$ cat src/rtl/inv_cipher_round_ctrl_pkg.sv
// rtl/inv_cipher_round_ctrl_pkg.sv - AES-256 decryption constants, FSM states and GF(2^8) helpers
package inv_cipher_round_ctrl_pkg;

  localparam int AES256_NR = 14;

  typedef enum logic [1:0] {
    IDLE = 2'd0,
    KEY  = 2'd1,
    DONE = 2'd2
  } state_e;

  localparam logic [7:0] INV_SBOX [256] = '{
    8'h52, 8'h09, 8'h6a, 8'hd5, 8'h30, 8'h36, 8'ha5, 8'h38, 8'hbf, 8'h40, 8'ha3, 8'h9e, 8'h81, 8'hf3, 8'hd7, 8'hfb,
    8'h7c, 8'he3, 8'h39, 8'h82, 8'h9b, 8'h2f, 8'hff, 8'h87, 8'h34, 8'h8e, 8'h43, 8'h44, 8'hc4, 8'hde, 8'he9, 8'hcb,
    8'h54, 8'h7b, 8'h94, 8'h32, 8'ha6, 8'hc2, 8'h23, 8'h3d, 8'hee, 8'h4c, 8'h95, 8'h0b, 8'h42, 8'hfa, 8'hc3, 8'h4e,
    8'h08, 8'h2e, 8'ha1, 8'h66, 8'h28, 8'hd9, 8'h24, 8'hb2, 8'h76, 8'h5b, 8'ha2, 8'h49, 8'h6d, 8'h8b, 8'hd1, 8'h25,
    8'h72, 8'hf8, 8'hf6, 8'h64, 8'h86, 8'h68, 8'h98, 8'h16, 8'hd4, 8'ha4, 8'h5c, 8'hcc, 8'h5d, 8'h65, 8'hb6, 8'h92,
    8'h6c, 8'h70, 8'h48, 8'h50, 8'hfd, 8'hed, 8'hb9, 8'hda, 8'h5e, 8'h15, 8'h46, 8'h57, 8'ha7, 8'h8d, 8'h9d, 8'h84,
    8'h90, 8'hd8, 8'hab, 8'h00, 8'h8c, 8'hbc, 8'hd3, 8'h0a, 8'hf7, 8'he4, 8'h58, 8'h05, 8'hb8, 8'hb3, 8'h45, 8'h06,
    8'hd0, 8'h2c, 8'h1e, 8'h8f, 8'hca, 8'h3f, 8'h0f, 8'h02, 8'hc1, 8'haf, 8'hbd, 8'h03, 8'h01, 8'h13, 8'h8a, 8'h6b,
    8'h3a, 8'h91, 8'h11, 8'h41, 8'h4f, 8'h67, 8'hdc, 8'hea, 8'h97, 8'hf2, 8'hcf, 8'hce, 8'hf0, 8'hb4, 8'he6, 8'h73,
    8'h96, 8'hac, 8'h74, 8'h22, 8'he7, 8'had, 8'h35, 8'h85, 8'he2, 8'hf9, 8'h37, 8'he8, 8'h1c, 8'h75, 8'hdf, 8'h6e,
    8'h47, 8'hf1, 8'h1a, 8'h71, 8'h1d, 8'h29, 8'hc5, 8'h89, 8'h6f, 8'hb7, 8'h62, 8'h0e, 8'haa, 8'h18, 8'hbe, 8'h1b,
    8'hfc, 8'h56, 8'h3e, 8'h4b, 8'hc6, 8'hd2, 8'h79, 8'h20, 8'h9a, 8'hdb, 8'hc0, 8'hfe, 8'h78, 8'hcd, 8'h5a, 8'hf4,
    8'h1f, 8'hdd, 8'ha8, 8'h33, 8'h88, 8'h07, 8'hc7, 8'h31, 8'hb1, 8'h12, 8'h10, 8'h59, 8'h27, 8'h80, 8'hec, 8'h5f,
    8'h60, 8'h51, 8'h7f, 8'ha9, 8'h19, 8'hb5, 8'h4a, 8'h0d, 8'h2d, 8'he5, 8'h7a, 8'h9f, 8'h93, 8'hc9, 8'h9c, 8'hef,
    8'ha0, 8'he0, 8'h3b, 8'h4d, 8'hae, 8'h2a, 8'hf5, 8'hb0, 8'hc8, 8'heb, 8'hbb, 8'h3c, 8'h83, 8'h53, 8'h99, 8'h61,
    8'h17, 8'h2b, 8'h04, 8'h7e, 8'hba, 8'h77, 8'hd6, 8'h26, 8'he1, 8'h69, 8'h14, 8'h63, 8'h55, 8'h21, 8'h0c, 8'h7d
  };

  function automatic logic [7:0] xtime(input logic [7:0] a);
    return {a[6:0], 1'b0} ^ (a[7] ? 8'h1b : 8'h00);
  endfunction

  // Multiply by a 4-bit constant, enough for the 9/b/d/e inverse mix-columns coefficients.
  function automatic logic [7:0] gf_mul_k(input logic [7:0] a, input logic [3:0] k);
    logic [7:0] a2, a4, a8;
    a2 = xtime(a);
    a4 = xtime(a2);
    a8 = xtime(a4);
    return ({8{k[0]}} & a) ^ ({8{k[1]}} & a2) ^ ({8{k[2]}} & a4) ^ ({8{k[3]}} & a8);
  endfunction

  function automatic logic [31:0] inv_mix_col(input logic [31:0] col);
    logic [7:0] a0, a1, a2, a3;
    {a0, a1, a2, a3} = col;
    return {gf_mul_k(a0, 4'he) ^ gf_mul_k(a1, 4'hb) ^ gf_mul_k(a2, 4'hd) ^ gf_mul_k(a3, 4'h9),
            gf_mul_k(a0, 4'h9) ^ gf_mul_k(a1, 4'he) ^ gf_mul_k(a2, 4'hb) ^ gf_mul_k(a3, 4'hd),
            gf_mul_k(a0, 4'hd) ^ gf_mul_k(a1, 4'h9) ^ gf_mul_k(a2, 4'he) ^ gf_mul_k(a3, 4'hb),
            gf_mul_k(a0, 4'hb) ^ gf_mul_k(a1, 4'hd) ^ gf_mul_k(a2, 4'h9) ^ gf_mul_k(a3, 4'he)};
  endfunction

endpackage

$ cat src/rtl/inv_cipher_round_ctrl_if.sv
// rtl/inv_cipher_round_ctrl_if.sv - ciphertext in, round-key fetch and plaintext out channels
interface inv_cipher_round_ctrl_if #(
  parameter int RK_IDX_W = 4
);
  logic                in_valid;
  logic                in_ready;
  logic [127:0]        in_data;
  logic                rk_req;
  logic [RK_IDX_W-1:0] rk_idx;
  logic                rk_valid;
  logic [127:0]        rk_data;
  logic                out_valid;
  logic                out_ready;
  logic [127:0]        out_data;

  modport master (
    output in_valid, in_data, rk_valid, rk_data, out_ready,
    input  in_ready, rk_req, rk_idx, out_valid, out_data
  );

  modport slave (
    input  in_valid, in_data, rk_valid, rk_data, out_ready,
    output in_ready, rk_req, rk_idx, out_valid, out_data
  );
endinterface

$ cat src/rtl/inv_round_datapath.sv
// rtl/inv_round_datapath.sv - combinational inverse AES round: shift-rows, sub-bytes, add-key, mix-columns
module inv_round_datapath
  import inv_cipher_round_ctrl_pkg::*;
(
  input  logic [127:0] st,
  input  logic [127:0] rk,
  input  logic         is_first,
  input  logic         is_last,
  output logic [127:0] result
);
  logic [127:0] shifted;
  logic [127:0] keyed;
  logic [127:0] mixed;

  // Byte 4*c+r is row r of column c; row r rotates right by r columns.
  for (genvar c = 0; c < 4; c++) begin : g_col
    for (genvar r = 0; r < 4; r++) begin : g_row
      localparam int DST = 4 * c + r;
      localparam int SRC = 4 * ((c - r + 4) % 4) + r;
      assign shifted[127-8*DST -: 8] = st[127-8*SRC -: 8];
      assign keyed[127-8*DST -: 8]   = INV_SBOX[shifted[127-8*DST -: 8]] ^ rk[127-8*DST -: 8];
    end
    assign mixed[127-32*c -: 32] = inv_mix_col(keyed[127-32*c -: 32]);
  end

  assign result = is_first ? (st ^ rk) : (is_last ? keyed : mixed);
endmodule

$ cat src/rtl/inv_cipher_round_ctrl.sv
// rtl/inv_cipher_round_ctrl.sv - iterative AES-256 decryption round controller
module inv_cipher_round_ctrl
  import inv_cipher_round_ctrl_pkg::*;
#(
  parameter int NR       = AES256_NR,
  parameter int RK_IDX_W = 4
) (
  input  logic                   clk,
  input  logic                   rst,
  inv_cipher_round_ctrl_if.slave bus,
  output logic                   busy
);
  localparam logic [RK_IDX_W-1:0] NR_IDX = RK_IDX_W'(NR);

  state_e              state_q, state_d;
  logic [RK_IDX_W-1:0] round_q, round_d;
  logic [127:0]        st_q, st_d;
  logic [127:0]        dp_out;

  inv_round_datapath u_dp (
    .st       (st_q),
    .rk       (bus.rk_data),
    .is_first (round_q == NR_IDX),
    .is_last  (round_q == '0),
    .result   (dp_out)
  );

  always_ff @(posedge clk) begin
    if (rst) begin
      state_q <= IDLE;
      round_q <= NR_IDX;
      st_q    <= '0;
    end else begin
      state_q <= state_d;
      round_q <= round_d;
      st_q    <= st_d;
    end
  end

  // Outside KEY rk_idx parks at NR, so it only moves on a cycle that consumed a key.
  always_comb begin
    state_d       = state_q;
    round_d       = round_q;
    st_d          = st_q;
    bus.in_ready  = 1'b0;
    bus.rk_req    = 1'b0;
    bus.rk_idx    = NR_IDX;
    bus.out_valid = 1'b0;
    case (state_q)
      IDLE: begin
        bus.in_ready = 1'b1;
        if (bus.in_valid) begin
          st_d    = bus.in_data;
          round_d = NR_IDX;
          state_d = KEY;
        end
      end
      KEY: begin
        bus.rk_req = 1'b1;
        bus.rk_idx = round_q;
        if (bus.rk_valid) begin
          st_d = dp_out;
          if (round_q == '0) begin
            state_d = DONE;
          end else begin
            round_d = round_q - 1'b1;
          end
        end
      end
      DONE: begin
        bus.out_valid = 1'b1;
        if (bus.out_ready) begin
          state_d = IDLE;
        end
      end
      default: state_d = IDLE;
    endcase
  end

  assign bus.out_data = st_q;
  assign busy         = (state_q != IDLE);
endmodule

$ cat src/flat_wrapper.sv
// flat-port wrapper written by rule: the top's interface ports become plain ports
module inv_cipher_round_ctrl_flat import inv_cipher_round_ctrl_pkg::*;
#(
  parameter int NR       = AES256_NR,
  parameter int RK_IDX_W = 4
)
  (clk, rst, busy, bus_in_valid, bus_in_data, bus_rk_valid, bus_rk_data, bus_out_ready, bus_in_ready, bus_rk_req, bus_rk_idx, bus_out_valid, bus_out_data);
  inv_cipher_round_ctrl_if #(.RK_IDX_W(RK_IDX_W)) bus_i ();
  input  logic clk;
  input  logic rst;
  output logic busy;
  input wire logic [$bits(bus_i.in_valid)-1:0] bus_in_valid;
  input wire logic [$bits(bus_i.in_data)-1:0] bus_in_data;
  input wire logic [$bits(bus_i.rk_valid)-1:0] bus_rk_valid;
  input wire logic [$bits(bus_i.rk_data)-1:0] bus_rk_data;
  input wire logic [$bits(bus_i.out_ready)-1:0] bus_out_ready;
  output wire logic [$bits(bus_i.in_ready)-1:0] bus_in_ready;
  output wire logic [$bits(bus_i.rk_req)-1:0] bus_rk_req;
  output wire logic [$bits(bus_i.rk_idx)-1:0] bus_rk_idx;
  output wire logic [$bits(bus_i.out_valid)-1:0] bus_out_valid;
  output wire logic [$bits(bus_i.out_data)-1:0] bus_out_data;
  assign bus_i.in_valid = bus_in_valid;
  assign bus_i.in_data = bus_in_data;
  assign bus_i.rk_valid = bus_rk_valid;
  assign bus_i.rk_data = bus_rk_data;
  assign bus_i.out_ready = bus_out_ready;
  assign bus_in_ready = bus_i.in_ready;
  assign bus_rk_req = bus_i.rk_req;
  assign bus_rk_idx = bus_i.rk_idx;
  assign bus_out_valid = bus_i.out_valid;
  assign bus_out_data = bus_i.out_data;
  inv_cipher_round_ctrl #(.NR(NR), .RK_IDX_W(RK_IDX_W)) u_core (.clk(clk), .rst(rst), .bus(bus_i), .busy(busy));
endmodule
$ cat config.mk
export PLATFORM = sky130hd
export DESIGN_NAME = inv_cipher_round_ctrl_flat
export DESIGN_NICKNAME = d
export VERILOG_FILES = /design/src/rtl/inv_cipher_round_ctrl_pkg.sv /design/src/rtl/inv_cipher_round_ctrl_if.sv /design/src/rtl/inv_round_datapath.sv /design/src/rtl/inv_cipher_round_ctrl.sv /design/src/flat_wrapper.sv
export SDC_FILE = /design/constraint.sdc
export NUM_CORES = 2
export LEC_CHECK = 0
export CAP_MARGIN = 20
export CELL_PAD_IN_SITES_DETAIL_PLACEMENT = 1
export CELL_PAD_IN_SITES_GLOBAL_PLACEMENT = 1
export CORE_ASPECT_RATIO = 0.5
export CORE_MARGIN = 1
export CORE_UTILIZATION = 30
export CTS_BUF_LIST = sky130_fd_sc_hd__clkbuf_4 sky130_fd_sc_hd__clkbuf_8
export DETAILED_ROUTE_END_ITERATION = 12
export GPL_ROUTABILITY_DRIVEN = 0
export PLACE_DENSITY_LB_ADDON = 0.1
export SLEW_MARGIN = 10
export SYNTH_ARGS = -nofsm -noshare
export SYNTH_HDL_FRONTEND = slang
export SYNTH_SLANG_ARGS = --single-unit
$ cat constraint.sdc
create_clock -name clk -period 7 [get_ports clk]
set_clock_uncertainty 0.15 [all_clocks]
set_input_delay 1.05 -clock clk [delete_from_list [all_inputs] [get_ports clk]]
set_output_delay 1.05 -clock clk [all_outputs]
set_load 0.01 [all_outputs]
; ---- Word level (Yosys, flattened, before mapping)
; Memory sizes are Yosys's and may differ from the RTL's.
; Index checks and enable logic that the tools add are counted.
[classes]
n_addsub = 1
magnitude_cmp = 16
eq_ne = 8
n_mux = 98
bitwise_logic = 241
reduce_logical = 7
[ops]
columns = cell, count
row1 = 8-bit XOR, 192
row2 = 128-bit two-way mux, 4
row3 = 8-bit two-way mux, 32
row4 = 128-bit one-hot mux with 2 select lines, 1
row5 = 8-bit by 5-bit XOR with 8-bit output, 32
row6 = 5-bit two-way mux, 48
row7 = 9-bit greater-or-equal comparator (second input constant), 16
row8 = 8-bit inverter with 9-bit output, 16
row9 = 128-bit XOR, 1
row10 = 4-bit two-way mux, 4
row11 = 2-bit inequality test (second input constant), 5
row12 = 2-bit two-way mux, 4
row13 = 4-bit one-hot mux with 2 select lines, 1
row14 = 4-bit AND reduction, 2
row15 = 2-bit one-hot mux with 3 select lines, 1
row16 = 4-bit == test (second input constant), 1
row17 = 4-bit logical NOT, 1
row18 = 2-bit nonzero test, 2
row19 = 4-bit by 1-bit subtractor with 4-bit output (second input constant), 1
row20 = 1-bit two-way mux, 3
row21 = 3-bit AND reduction, 1
row22 = 2-bit by 1-bit == test with 1-bit output (second input constant), 1
row23 = 2-bit == test (second input constant), 1
row24 = 2-bit logical NOT, 1
[totals]
ff_bits = 134
mem_bits_ro = 32768
input_bits = 261
output_inout_bits = 136
word_cells = 390
n_memories = 16
[mem_list]
columns = memory, depth, width, rd, rd_clocked_by_memory_dff, wr, line
row1 = (no name shown), 256, 8, 1, 0, 0, inv_round_datapath.sv:21  ; assign keyed[127-8*DST -: 8] = INV_SBOX[shifted[127-8*DST -: 8]] ^ rk[127-8*DST -: 8];
row2 = (no name shown), 256, 8, 1, 0, 0, inv_round_datapath.sv:21
row3 = (no name shown), 256, 8, 1, 0, 0, inv_round_datapath.sv:21
row4 = (no name shown), 256, 8, 1, 0, 0, inv_round_datapath.sv:21
row5 = (no name shown), 256, 8, 1, 0, 0, inv_round_datapath.sv:21
row6 = (no name shown), 256, 8, 1, 0, 0, inv_round_datapath.sv:21
row7 = +10 memories, n/a, n/a, n/a, n/a, n/a, n/a

; ---- Logic depth before layout (Yosys ltp)
[depth]
word_depth = 19
depth_mapped = 20
depth_no_buf = 15

; ---- Hierarchy
; Synthesis repeated with hierarchy kept, for this count alone.
[unflattened]
hier_cells = 10798
hier_area_um2 = 77309.1
[modules_own_cells]
columns = module, n_inst, cells_per_inst, area_per_inst_um2, seq_area_each_um2
row1 = inv_round_datapath, 1, 10023, 69840.7, 0.0
row2 = inv_cipher_round_ctrl, 1, 775, 7468.4, 2682.6

; ---- Least setup slack after synthesis
; No wires, ideal clock.
[synth_path]
kind = flip-flop to flip-flop
from = register u_core.st_q[65] (netlist: u_core.bus.out_data[65])
to = register u_core.st_q[121] (netlist: u_core.bus.out_data[121])
setup_time_ps = 114
t_arrival_ps = 4960
required_time_ps = 6736
path_slack_ps = 1776
path_stages_with_launch = 19
n_path_buf = 4
synth_period_minus_slack_ps = 5224
path_cell_list = dfxtp_1 > buf_2 > buf_2 > buf_2 > inv_1 > ha_1 > and2_1 > clkbuf_1 > o21ai_0 > nand2_1 > mux4_2 > mux4_2 > xor2_1 > xor2_1 > xnor3_1 > xnor2_1 > mux2i_1 > a221oi_1 > a2111oi_0
[synth_via]
elab_chain_len = 15
word_cells_on_any_way = 16
cone_classes = 8 x mux / 7 x bitwise / 1 x memory
[synth_rtl]
columns = item, line
row1 = "start, declared", inv_cipher_round_ctrl.sv:17  ; logic [127:0] st_q, st_d;
row2 = "start signal, assigned", inv_cipher_round_ctrl.sv:36  ; st_q <= st_d;
row3 = 8-bit inverter with 9-bit output (not written as such) *, inv_round_datapath.sv:21
row4 = memory 256 x 8 bit *, n/a
row5 = 8-bit two-way mux (not written as such) * (2 in series), inv_round_datapath.sv:21
row6 = 8-bit XOR *, inv_round_datapath.sv:21
row7 = 8-bit by 5-bit XOR with 8-bit output, inv_cipher_round_ctrl_pkg.sv:32  ; return {a[6:0], 1'b0} ^ (a[7] ? 8'h1b : 8'h00);
row8 = 5-bit two-way mux or 8-bit by 5-bit XOR with 8-bit output (tied branches), inv_cipher_round_ctrl_pkg.sv:32
row9 = 8-bit by 5-bit XOR with 8-bit output or 5-bit two-way mux (tied branches), inv_cipher_round_ctrl_pkg.sv:32
row10 = 8-bit by 5-bit XOR with 8-bit output, inv_cipher_round_ctrl_pkg.sv:32
row11 = 8-bit XOR *, inv_cipher_round_ctrl_pkg.sv:41  ; return ({8{k[0]}} & a) ^ ({8{k[1]}} & a2) ^ ({8{k[2]}} & a4) ^ ({8{k[3]}} & a8);
row12 = 8-bit XOR *, inv_cipher_round_ctrl_pkg.sv:47  ; return {gf_mul_k(a0, 4'he) ^ gf_mul_k(a1, 4'hb) ^ gf_mul_k(a2, 4'hd) ^ gf_mul_k(a3, 4'h9),
row13 = 128-bit two-way mux * (2 in series), inv_round_datapath.sv:26  ; assign result = is_first ? (st ^ rk) : (is_last ? keyed : mixed);
row14 = 128-bit two-way mux *, inv_cipher_round_ctrl.sv:61  ; if (bus.rk_valid) begin
row15 = 128-bit one-hot mux with 2 select lines *, inv_cipher_round_ctrl.sv:49  ; case (state_q)
; Every way passes the cells marked *; elsewhere a longest branch is shown, timed or not. The select of a mux whose other input is x is not followed.
; A chain may end at the register's enable or synchronous reset.

; ---- Worst setup path in the final report
[layout_path]
from = register u_core.st_q[80] (netlist: u_core.bus.out_data[80])
to = register u_core.st_q[45] (netlist: u_core.bus.out_data[45])
[layout_via]
elab_chain_len = 17
word_cells_on_any_way = 18
cone_classes = 8 x mux / 9 x bitwise / 1 x memory
[layout_rtl]
columns = item, line
row1 = 8-bit inverter with 9-bit output (not written as such) *, inv_round_datapath.sv:21
row2 = memory 256 x 8 bit *, n/a
row3 = 8-bit two-way mux (not written as such) * (2 in series), inv_round_datapath.sv:21
row4 = 8-bit XOR *, inv_round_datapath.sv:21
row5 = 5-bit two-way mux or 8-bit XOR (tied branches), inv_cipher_round_ctrl_pkg.sv:32
row6 = 8-bit XOR or 5-bit two-way mux (tied branches), inv_cipher_round_ctrl_pkg.sv:32
row7 = 8-bit by 5-bit XOR with 8-bit output (2 in series), inv_cipher_round_ctrl_pkg.sv:32
row8 = 8-bit XOR *, inv_cipher_round_ctrl_pkg.sv:41
row9 = 8-bit XOR * (3 in series), inv_cipher_round_ctrl_pkg.sv:49  ; gf_mul_k(a0, 4'hd) ^ gf_mul_k(a1, 4'h9) ^ gf_mul_k(a2, 4'he) ^ gf_mul_k(a3, 4'hb),
row10 = 128-bit two-way mux * (2 in series), inv_round_datapath.sv:26
row11 = 128-bit two-way mux *, inv_cipher_round_ctrl.sv:61
row12 = 128-bit one-hot mux with 2 select lines *, inv_cipher_round_ctrl.sv:49
; Marks and branches as above.

==> impl_metrics.py <==
metrics = {
    "clock_network": {
        "cts_buffers": 17,
        "cts-root-buf": "clkbuf_8",
        "h-tree-depth": 4,
        "clk_latency_ns": 0.71,
        "cts_resized": 0,
        "clock-sinks": 134,
        "post_cts_buffers": 0,
        "clk_pin_slew_ns": 0.14,
        "clockBufferDepth": 2,
        "cts_tree": "done",
        "cts_hold_buffers": 0,
    },
    "floorplan": {
        "start_util_pct": 30.2,
        "io_pins": 397,
        "rows": 131,
        "core_sq_um": 255000,
        "die-area_sq_um": 259000,
        "dieHeight_um": 360,
        "die_x_um": 719,
    },
    "setup_path": {
        "crit_path_end_kind": "register",
        "cp-start-kind": "register",
        "crit_chain": "buf_4 -> ha_1 -> inv_1 -> mux4_2 -> o22ai_1 -> a2bb2oi_1 -> a31oi_1 -> xnor2_2 -> xor2_1 -> xnor2_1 -> xnor2_1 -> xnor2_1 -> xnor2_1 -> o21ai_0 -> o21ai_0",
        "cp_data_arrival_time_ns": 6.93,
        "cp_max_fo": 35,
        "cp_slowest_cell": "ha_1",
        "cp_slowest_stage_delay_ns": 0.82,
        "path_class": "reg2reg",
        "crit_required_ns": 7.39,
        "rrSetupSlack_ns": 0.46,
        "crit_path_frequent_cell": "xnor2_1",
    },
    "outcome": {
        "status": "finished, final reports clean",
    },
    "final_layout": {
        "drive_above_1_share_pct": 11.5,
        "n_fill_cell": 31118,
        "nets": 10914,
        "areaGrowthSynthToFinish_pct": 8.28,
    },
    "worst_hold_path": {
        "worstHoldPathType": "reg2reg",
    },
    "flow_run": {
        "maxCapViolations": 0,
    },
    "synth": {
        "yosysSeqAreaShare_pct": 3.48,
        "synth_area_leaders": "xnor2_1 6.6%, mux4_2 6.4%, a21oi_1 5.1%, ha_1 4.9%, o21ai_0 4.8%",
        "ys_warn_count": 0,
        "synth-seq-cells": 134,
        "syn_avg_cell_area_sq_um": 7.15,
        "synth_most_common_cell": "a21oi_1",
        "synth_area_sq_um": 77100,
        "netlist.area_leader.share_pct": 6.63,
        "synthArstFlopShare_pct": 0,
        "synth_common_cells": "779 x a21oi_1, 753 x nand2_1, 732 x o21ai_0, 632 x nor2_1, 597 x clkbuf_1",
        "yosysUniqueCellTypes": 126,
        "synth_area_leader_cell": "xnor2_1",
        "synth_edf_count": 0,
        "synth-main-ff-cell": "dfxtp_1",
        "synth_fp_nets": 11342,
        "syn_inst": 10782,
    },
    "grt": {
        "grt.met2_usage_pct": 52.7,
        "grt_max_degree": 140,
        "grt_pass1_vias": 90336,
        "grt_antenna_before_repair": 38,
        "use_met1_pct": 50.4,
        "gr-usage-met3_pct": 7.88,
        "globalRouteOverflowTotal": 0,
        "groute.usage.overall_pct": 36.0,
        "grt-busiest-layer": "met2",
        "grt_pass1_wl_um": 702000,
    },
    "placed_design": {
        "place_ws_ns": 0.808,
        "portBuffers": 396,
        "hpwl_um": 362000,
    },
    "routing": {
        "num_vias": 95400,
        "wl_um": 493000,
        "wire_per_inst_um": 35.8,
        "drt_iter0_drc": 15087,
        "drcViolationCount": 0,
        "ant_nets": 0,
        "viasPerCell": 6.92,
        "first_pass_iters": 8,
    },
    "sta": {
        "relSlewSlack_pct": 18.0,
        "hold_viol_final": 0,
        "worst_pin_slew_ns": 1.23,
        "max_freq_mhz": 153,
        "rsz0062_at_grt": "no",
        "finalWorstSetupSlack_ns": 0.457,
        "setup_viol": 0,
        "final.min_clock_period_ns": 6.54,
        "finalMaxSlewViolations": 0,
        "fin_crit_sh_pct": 93.5,
        "setup_tns_ns": 0,
    },
}
## kinds of logic (layout without fill, tap and decap cells)
kind of cell | Yosys count | after routing | share of synthesized area (%)
multiplexers | 398 | 398 | 8.82
other | 0 | 23 | 0
adder cells (fa/ha/maj) | 299 | 299 | 4.85
AO/OA/AOI/OAI | 4007 | 4007 | 36.4
XOR/XNOR | 1031 | 1031 | 14.3
buffers and inverters | 1520 | 1105 | 9.26
AND/OR/NAND/NOR | 3393 | 3393 | 22.8
flip-flops | 134 | 134 | 3.48
## critical path: cells and delay by family, from the launching register on
| kind | cells | cell delay, ns |
|---|---|---|
| compound gates | 5 | 1.53 |
| xor+xnor | 6 | 2.41 |
| fa+ha+maj | 1 | 0.82 |
| buf+inv | 2 | 0.54 |
| flops | 1 | 0.37 |
| mux | 1 | 0.50 |
## state kept, by name (all words and copies together), names as in the netlist
signal and flops:
u_core.bus.out_data 128, u_core.round_q 4, u_core.state_q 2
## worst paths after layout
| path | startpoint | endpoint | cells after the start |
|---|---|---|---|
| setup / recovery | u_core.bus.out_data[80] | u_core.bus.out_data[45] | 15 |
| hold / removal | u_core.bus.out_data[31] | u_core.bus.out_data[31] | 1 |
| setup reg to reg | u_core.bus.out_data[80] | u_core.bus.out_data[45] | 15 |
| hold reg to reg | u_core.bus.out_data[31] | u_core.bus.out_data[31] | 1 |
## layout make-up
class	count	area, sq um	area share, %
multi-input cells	9128	67400	80.7
repair buffers	834	7590	9.09
well taps	3391	4240	5.08
flip-flops and latches	134	2860	3.42
inverters	239	897	1.08
clock buffers	18	241	0.289
clock inverters	14	198	0.237
diodes	23	57.6	0.0690
## stage by stage
step	cells	util, %	hold slack (ns)	area, sq um
after global routing	13776	32.7	0.369	83400
after detailed placement	13726	32.5	0.317	82900
after CTS	13758	32.7	0.340	83400
final	13781	32.7	0.338	83400
after global placement	13726	32.5	0.321	82900
after floorplan	10782	-	0.313	77100
## placed cells by master (no fill, tap or decap), types with 124 or more instances in the layout
cell type        count
a211oi_1           201
a21oi_1            778
a221oi_1           145
a311oi_1           170
a31oi_1            223
buf_4              412
clkdlybuf4s50_1    395
ha_1               299
inv_1              199
mux2i_1            124
mux4_2             219
nand2_1            747
nand2b_1           372
nand3_1            279
nor2_1             625
nor2b_1            331
nor3_1             263
o211ai_1           208
o21ai_0            732
o221ai_1           161
o22ai_1            125
o311ai_0           129
or2_2              129
xnor2_1            583
xor2_1             279
## metal layers
metal  vias up  routed length, um
li1      40067                  -
met1     48215             211000
met2      6089             205000
met3      1011              52000
met4        18              25200
met5         -                129
Power is left out: the tool's default activity adds up to more than one toggle a clock period on the data nets, which glitch-free logic cannot reach.
